`src/rtl/cfa_stream_accum_if.sv`:
```
// Stream bundle for cfa_stream_accum: operand beat channel in, redundant result channel out.
// CFA_CPA_EN adds the resolved out_sum field.
interface cfa_stream_accum_if #(
    parameter int W = 10,
    parameter int N = 8,
    parameter int G = 8
);
    localparam int OW = W + $clog2(N) + G;

    // Both channels: a transfer happens on the rising clk edge where valid && ready.
    // The source holds payload stable while valid && !ready; valid never waits on ready.
    logic [N*W-1:0] in_data;
    logic           in_valid;
    logic           in_last;
    logic           in_ready;
    logic [OW-1:0]  out_s;
    logic [OW-1:0]  out_c;
    logic [15:0]    out_beats;
    logic           out_ovf;
    logic           out_valid;
    logic           out_ready;
`ifdef CFA_CPA_EN
    logic [OW-1:0]  out_sum;
`endif

    modport master (
        output in_data, in_valid, in_last, out_ready,
        input  in_ready, out_s, out_c, out_beats, out_ovf, out_valid
`ifdef CFA_CPA_EN
        , out_sum
`endif
    );

    modport slave (
        input  in_data, in_valid, in_last, out_ready,
        output in_ready, out_s, out_c, out_beats, out_ovf, out_valid
`ifdef CFA_CPA_EN
        , out_sum
`endif
    );
endinterface

```
`src/rtl/cfa_stream_accum.sv`:
```
// Streaming carry-save accumulator: N operands/beat -> 3:2 tree -> 4:2 frame accumulator -> redundant result.
// Optional macro CFA_CPA_EN adds a carry-propagate out_sum on the result register.
module cfa_stream_accum #(
    parameter int W      = 10,
    parameter int N      = 8,
    parameter int G      = 8,
    parameter int SIGNED = 0
) (
    input logic               clk,
    input logic               rst,
    cfa_stream_accum_if.slave bus
);
    localparam int OW = W + $clog2(N) + G;
    localparam logic [32:0] OVF_LIM = 33'd1 << G;

    if (W < 2 || W > 32) begin : g_bad_w
        $error("cfa_stream_accum: W must be 2..32");
    end
    if (N < 3 || N > 16) begin : g_bad_n
        $error("cfa_stream_accum: N must be 3..16");
    end
    if (G < 0 || G > 31) begin : g_bad_g
        $error("cfa_stream_accum: G must be 0..31");
    end
    if (SIGNED != 0 && SIGNED != 1) begin : g_bad_signed
        $error("cfa_stream_accum: SIGNED must be 0 or 1");
    end

    typedef logic [OW-1:0] vec_t;

    function automatic vec_t ext(input logic [W-1:0] v);
        if (SIGNED != 0) return {{(OW-W){v[W-1]}}, v};
        return {{(OW-W){1'b0}}, v};
    endfunction

    function automatic vec_t csa_s(input vec_t a, input vec_t b, input vec_t c);
        return a ^ b ^ c;
    endfunction

    // Carry out of bit OW-1 falls off the shift: everything is modulo 2^OW.
    function automatic vec_t csa_c(input vec_t a, input vec_t b, input vec_t c);
        return ((a & b) | (a & c) | (b & c)) << 1;
    endfunction

    logic        s1_valid_q, s1_valid_d;
    logic        s1_last_q, s1_last_d;
    vec_t        s1_s_q, s1_s_d, s1_c_q, s1_c_d;
    vec_t        acc_s_q, acc_s_d, acc_c_q, acc_c_d;
    logic        first_q, first_d;
    logic [15:0] cnt_q, cnt_d;
    vec_t        out_s_q, out_s_d, out_c_q, out_c_d;
    logic [15:0] out_beats_q, out_beats_d;
    logic        out_ovf_q, out_ovf_d;
    logic        out_valid_q, out_valid_d;

    vec_t        tree_s, tree_c, tree_op, tree_t;
    vec_t        acc_s_eff, acc_c_eff, m_s, m_c, f_s, f_c;
    logic [15:0] cnt_inc;
    logic        ovf_now;
    logic        s2_go, accept;

    // A finished frame may only enter the result register once the previous one is gone.
    assign s2_go  = s1_valid_q && !(s1_last_q && out_valid_q && !bus.out_ready);
    assign accept = bus.in_valid && bus.in_ready;

    assign bus.in_ready  = !s1_valid_q || s2_go;
    assign bus.out_s     = out_s_q;
    assign bus.out_c     = out_c_q;
    assign bus.out_beats = out_beats_q;
    assign bus.out_ovf   = out_ovf_q;
    assign bus.out_valid = out_valid_q;
`ifdef CFA_CPA_EN
    assign bus.out_sum   = out_s_q + out_c_q;
`endif

    always_comb begin
        tree_s  = ext(bus.in_data[0 +: W]);
        tree_c  = ext(bus.in_data[W +: W]);
        tree_op = '0;
        tree_t  = '0;
        for (int k = 2; k < N; k++) begin
            tree_op = ext(bus.in_data[k*W +: W]);
            tree_t  = csa_s(tree_s, tree_c, tree_op);
            tree_c  = csa_c(tree_s, tree_c, tree_op);
            tree_s  = tree_t;
        end
    end

    always_comb begin
        acc_s_eff = first_q ? '0 : acc_s_q;
        acc_c_eff = first_q ? '0 : acc_c_q;
        m_s       = csa_s(acc_s_eff, acc_c_eff, s1_s_q);
        m_c       = csa_c(acc_s_eff, acc_c_eff, s1_s_q);
        f_s       = csa_s(m_s, m_c, s1_c_q);
        f_c       = csa_c(m_s, m_c, s1_c_q);
        cnt_inc   = (cnt_q == 16'hFFFF) ? cnt_q : cnt_q + 16'd1;
        ovf_now   = {17'd0, cnt_inc} > OVF_LIM;
    end

    always_comb begin
        s1_valid_d  = s1_valid_q;
        s1_last_d   = s1_last_q;
        s1_s_d      = s1_s_q;
        s1_c_d      = s1_c_q;
        acc_s_d     = acc_s_q;
        acc_c_d     = acc_c_q;
        first_d     = first_q;
        cnt_d       = cnt_q;
        out_s_d     = out_s_q;
        out_c_d     = out_c_q;
        out_beats_d = out_beats_q;
        out_ovf_d   = out_ovf_q;
        out_valid_d = out_valid_q;

        if (accept) begin
            s1_valid_d = 1'b1;
            s1_last_d  = bus.in_last;
            s1_s_d     = tree_s;
            s1_c_d     = tree_c;
        end else if (s2_go) begin
            s1_valid_d = 1'b0;
        end

        if (out_valid_q && bus.out_ready) out_valid_d = 1'b0;

        // A load in the same cycle as a handshake overrides the clear above.
        if (s2_go) begin
            if (s1_last_q) begin
                out_s_d     = f_s;
                out_c_d     = f_c;
                out_beats_d = cnt_inc;
                out_ovf_d   = ovf_now;
                out_valid_d = 1'b1;
                acc_s_d     = '0;
                acc_c_d     = '0;
                cnt_d       = '0;
                first_d     = 1'b1;
            end else begin
                acc_s_d = f_s;
                acc_c_d = f_c;
                cnt_d   = cnt_inc;
                first_d = 1'b0;
            end
        end
    end

    always_ff @(posedge clk or posedge rst) begin
        if (rst) begin
            s1_valid_q  <= 1'b0;
            s1_last_q   <= 1'b0;
            s1_s_q      <= '0;
            s1_c_q      <= '0;
            acc_s_q     <= '0;
            acc_c_q     <= '0;
            first_q     <= 1'b1;
            cnt_q       <= '0;
            out_s_q     <= '0;
            out_c_q     <= '0;
            out_beats_q <= '0;
            out_ovf_q   <= 1'b0;
            out_valid_q <= 1'b0;
        end else begin
            s1_valid_q  <= s1_valid_d;
            s1_last_q   <= s1_last_d;
            s1_s_q      <= s1_s_d;
            s1_c_q      <= s1_c_d;
            acc_s_q     <= acc_s_d;
            acc_c_q     <= acc_c_d;
            first_q     <= first_d;
            cnt_q       <= cnt_d;
            out_s_q     <= out_s_d;
            out_c_q     <= out_c_d;
            out_beats_q <= out_beats_d;
            out_ovf_q   <= out_ovf_d;
            out_valid_q <= out_valid_d;
        end
    end
endmodule

```
`src/flat_wrapper.sv`:
```
// flat-port wrapper written by rule: the top's interface ports become plain ports
module cfa_stream_accum_flat 
#(
    parameter int W      = 10,
    parameter int N      = 8,
    parameter int G      = 8,
    parameter int SIGNED = 0
)
  (clk, rst, bus_in_data, bus_in_valid, bus_in_last, bus_out_ready, bus_in_ready, bus_out_s, bus_out_c, bus_out_beats, bus_out_ovf, bus_out_valid);
  cfa_stream_accum_if #(.W(W), .N(N), .G(G)) bus_i ();
  input logic clk;
  input logic rst;
  input wire logic [$bits(bus_i.in_data)-1:0] bus_in_data;
  input wire logic [$bits(bus_i.in_valid)-1:0] bus_in_valid;
  input wire logic [$bits(bus_i.in_last)-1:0] bus_in_last;
  input wire logic [$bits(bus_i.out_ready)-1:0] bus_out_ready;
  output wire logic [$bits(bus_i.in_ready)-1:0] bus_in_ready;
  output wire logic [$bits(bus_i.out_s)-1:0] bus_out_s;
  output wire logic [$bits(bus_i.out_c)-1:0] bus_out_c;
  output wire logic [$bits(bus_i.out_beats)-1:0] bus_out_beats;
  output wire logic [$bits(bus_i.out_ovf)-1:0] bus_out_ovf;
  output wire logic [$bits(bus_i.out_valid)-1:0] bus_out_valid;
  assign bus_i.in_data = bus_in_data;
  assign bus_i.in_valid = bus_in_valid;
  assign bus_i.in_last = bus_in_last;
  assign bus_i.out_ready = bus_out_ready;
  assign bus_in_ready = bus_i.in_ready;
  assign bus_out_s = bus_i.out_s;
  assign bus_out_c = bus_i.out_c;
  assign bus_out_beats = bus_i.out_beats;
  assign bus_out_ovf = bus_i.out_ovf;
  assign bus_out_valid = bus_i.out_valid;
  cfa_stream_accum #(.W(W), .N(N), .G(G), .SIGNED(SIGNED)) u_core (.clk(clk), .rst(rst), .bus(bus_i));
endmodule
```
`config.mk`:
```
export PLATFORM = sky130hd
export DESIGN_NAME = cfa_stream_accum_flat
export DESIGN_NICKNAME = d
export VERILOG_FILES = /design/src/rtl/cfa_stream_accum_if.sv /design/src/rtl/cfa_stream_accum.sv /design/src/flat_wrapper.sv
export SDC_FILE = /design/constraint.sdc
export NUM_CORES = 1
export LEC_CHECK = 0
export BUFFER_PORTS_ARGS = -buffer_cell sky130_fd_sc_hd__buf_2
export CAP_MARGIN = 25
export CORE_ASPECT_RATIO = 0.9
export CORE_UTILIZATION = 50
export CTS_CLUSTER_SIZE = 25
export DETAILED_ROUTE_END_ITERATION = 12
export GPL_ROUTABILITY_DRIVEN = 0
export GPL_TIMING_DRIVEN = 0
export PLACE_DENSITY_LB_ADDON = 0.2
export SYNTH_ARGS = -nofsm -noshare
export SYNTH_HDL_FRONTEND = slang
export SYNTH_SLANG_ARGS = --single-unit
```
`constraint.sdc`:
```
create_clock -name clk -period 11.9 [get_ports clk]
set_input_delay 2.38 -clock clk [delete_from_list [all_inputs] [get_ports clk]]
set_output_delay 2.38 -clock clk [all_outputs]
set_load 0.05 [all_outputs]
```
==> metrics list <==
* Global-route wire length before repair: between 30,000 and 40,000 um
- Ant diodes: 0
* Placed cell count: between 1,000 and 1,500
* CTS Root Cell: clkbuf_16
- Avg Synthesized Cell Area: 10.2 um^2
* Setup repair after global routing missed its margin: no
- Of the available clock period, the critical path in the final layout requires between 40% and 50%.
- The flow ran to the end, but the final reports show violations.
* Area delta synth->final: 19.9%
* Vias in the first global route: 6,286
- Number of warnings reported in the yosys synthesis log: 0
- Number of routed nets with antenna violations: 0
- Die H: approximately 120 um
- The routed layout has 6,236 vias.
- Average routed wire per standard cell: 15.4 um
- In the synthesized netlist, the number of instances is 822.
* Hold Vio Cnt, Final: 0
- Ports placed on the boundary: about 150
* Detailed router's first-iteration violation count: 404
* Number of nets in the layout: 1,178
- Counting every sink on the clock net gives 142.
- For this run, design rule violations remaining after detail routing come to 14.
* Worst-margin pin slew: 0.755 ns
* Count of cells resized by post-cts repair: 0
* Violated checks: DRC
* FFs w/ async S/R, synth: between 90% and 100%
- # port buffers: 143
- Total Negative Setup Slacks: 0 ns
- The floorplan step defined a core boundary enclosing 0.0163 mm^2.
- Clock-pin slew of the registers on the worst-case setup and hold paths: 0.06 ns
- In this run the worst setup path begins at bus_in_data[9].
* Number of antenna violations at the first check in global routing: 0
* Via density: 5.18
* Starting Density: 51.5%
- The floorplan step defined a die boundary enclosing 0.0173 mm^2.
- The first detailed-routing pass took 9 iterations.
* Maximum clock path buffer count: 2
* Max-slew headroom at the worst pin: 49.7%
* Total Routing Usage GR: 23.7%
* Worst path required time: 12.21 ns
- Library cell occupying the most area in the post-synthesis netlist: dfrtp_1
- Num rows: 44
* Clock skew: 0.00738 ns
- Startpoint kind of the worst setup timing path: input port
- Final Critical Period: 5.54 ns
- Largest net degree at the start of global routing: 92
* Peak Freq: 180 MHz
* # setup viols final: 0
* Number of inserted filler cells in the final layout: 1,366
* Reported max-cap violation count: 0
- Measured on the finished design, the core utilization comes to 61.7%.
- Distinct cell type count of the synthesized netlist: 52
- Cts hold-fix bufs: 0
- Leak: 0.00520 uW
- Total clock buffers created by CTS: 17
- The number of setup buffers added after CTS is 0.
- Horizontal die dimension: approximately 140 um
- After the flow finishes, the layout carries non-filler instances totaling ~1,200.
- Synthesis inferred 142 register bits.
* Hold Worst Slack: 0.458 ns
- Cells with a size suffix above 1 make up 23.2% of the layout.
- CTS tree: built
- Yosys attributes the largest share of cell area to dfrtp_1, fa_1, nand2_1.
* Setup crit end kind: flip-flop
* Number of enable flip-flop cells after synthesis: 0
- Fraction of the yosys area taken by sequential cells: 42.3%
- HPWL Detailed: roughly 14,000 um
- Peak ir drop on the vdd network: between 0.15 and 0.2 mV
* Total Power Consumption: 2240 uW
- Leading register cell type out of synthesis: dfrtp_1
- Sum of routed wire length over all layers: 18,500 um
- The share of synthesized area in the top cell type comes to a little over two fifths.
- Maximum fanout encountered on the critical timing path: 1
* Kind of critical path: in -> reg
* Origin of the critical flop-to-flop path: u_core.first_q
- Clock latency on the worst-skew pair, taken at its later pin, is between 0.4 and 0.5 ns.
- Crit path arrival time: 5.85 ns
- The worst hold path begins at u_core.acc_c_q[17].
- Hold crit path type: reg -> reg
* Number of max-slew violations in the final report: 0
* H-tree lvl count: 4
* Netlist Area Pre-Place: approximately 0.0084 mm^2
- In this run the power density over the cells is 222 mW/mm^2.
* GR Overflow Total: 0
## cells in the final DEF, fill, tap and decap left out, types with 6 or more instances in the layout
| master | count |
|---|---|
| a21oi_1 | 8 |
| buf_2 | 146 |
| buf_4 | 6 |
| clkbuf_1 | 30 |
| clkbuf_16 | 17 |
| dfrtp_1 | 141 |
| fa_1 | 79 |
| ha_1 | 28 |
| inv_1 | 61 |
| mux2_2 | 28 |
| nand2_1 | 230 |
| nand2b_1 | 25 |
| nand3_1 | 45 |
| nor2_1 | 13 |
| nor2b_1 | 19 |
| o21ai_0 | 41 |
| xnor2_1 | 6 |
## layout make-up
cell class,instances,area [um^2],area share [%]
repair buffers,144,743,7.39
multi-input cells,578,4420,44.0
plain buffers,41,189,1.88
inverters,62,238,2.36
clock inverters,10,185,1.84
well taps,207,259,2.57
clock buffers,21,470,4.68
flip-flops and latches,142,3550,35.3
## synthesized netlist by cell type (4+ instances only)
master and instances:
a21oi_1 8, a31oi_1 4, buf_4 6, clkbuf_1 29, dfrtp_1 141, fa_1 79, ha_1 28, inv_1 62
mux2_2 28, mux2i_1 5, nand2_1 230, nand2b_1 25, nand3_1 45, nor2_1 13, nor2b_1 19, o21ai_0 41
o31ai_1 5, xnor2_1 6
## where the power goes
group,internal [uW],switching (uW),leakage [uW]
combinational,359,588,0.00302
sequential,617,76.7,0.00186
clock,387,208,0.000319
## cells by family after synthesis
group	after synthesis	synth area share (%)
simple gates	360	19.6
xor+xnor	6	0.626
mux	34	4.52
other cells	1	0.0447
flops	142	42.3
buf+inv	103	5.02
fa+ha+maj	107	23.0
compound gates	69	4.81
## final timing paths
kind / end / slack (ns) / cells past startpoint
worst max-delay path: u_core.s1_s_q[9] / 6.36 / 12
worst min-delay path: u_core.acc_c_q[17] / 0.46 / 2
worst max register to register: u_core.acc_s_q[2] / 9.40 / 5
worst min register to register: u_core.acc_c_q[17] / 0.46 / 2
max in group asynchronous: u_core.bus.out_beats[1] / 9.09 / 3
min in group asynchronous: u_core.bus.out_c[16] / 1.98 / 2
## critical path, stage by stage
cell and delay (ns):
buf_2 0.11, fa_1 0.53, inv_1 0.05, fa_1 0.47
inv_1 0.05, fa_1 0.48, inv_1 0.05, fa_1 0.49
inv_1 0.05, fa_1 0.53, fa_1 0.41, mux2_2 0.26
## registers in the layout, summed over array words and instances, names as in the netlist
| name | flops |
|---|---|
| u_core.bus.out_ovf | 1 |
| u_core.cnt_q | 16 |
| u_core.bus.out_valid | 1 |
| u_core.acc_c_q | 19 |
| u_core.s1_valid_q | 1 |
| u_core.bus.out_beats | 16 |
| u_core.s1_c_q | 12 |
| u_core.bus.out_c | 19 |
| u_core.s1_last_q | 1 |
| u_core.bus.out_s | 21 |
| u_core.s1_s_q | 13 |
| u_core.first_q | 1 |
| u_core.acc_s_q | 21 |
## metrics by stage
step / setup WS, ns / area, um^2
CTS: 6.35 / 10100
global route: 6.24 / 10100
detailed placement: 5.88 / 9410
finish: 6.36 / 10100
global placement: 4.02 / 9370
floorplan: 5.71 / 8400
## metal layers
layer  track usage (%)  vias to the layer above  wire (um)
met4              7.27                        0        210
met1              33.8                     3076       8650
met5                 0                        -          0
li1                  -                     2965          -
met3              3.75                       18        920
met2              37.5                      177       8740
No activity file was read; power rests on OpenSTA's default activity.
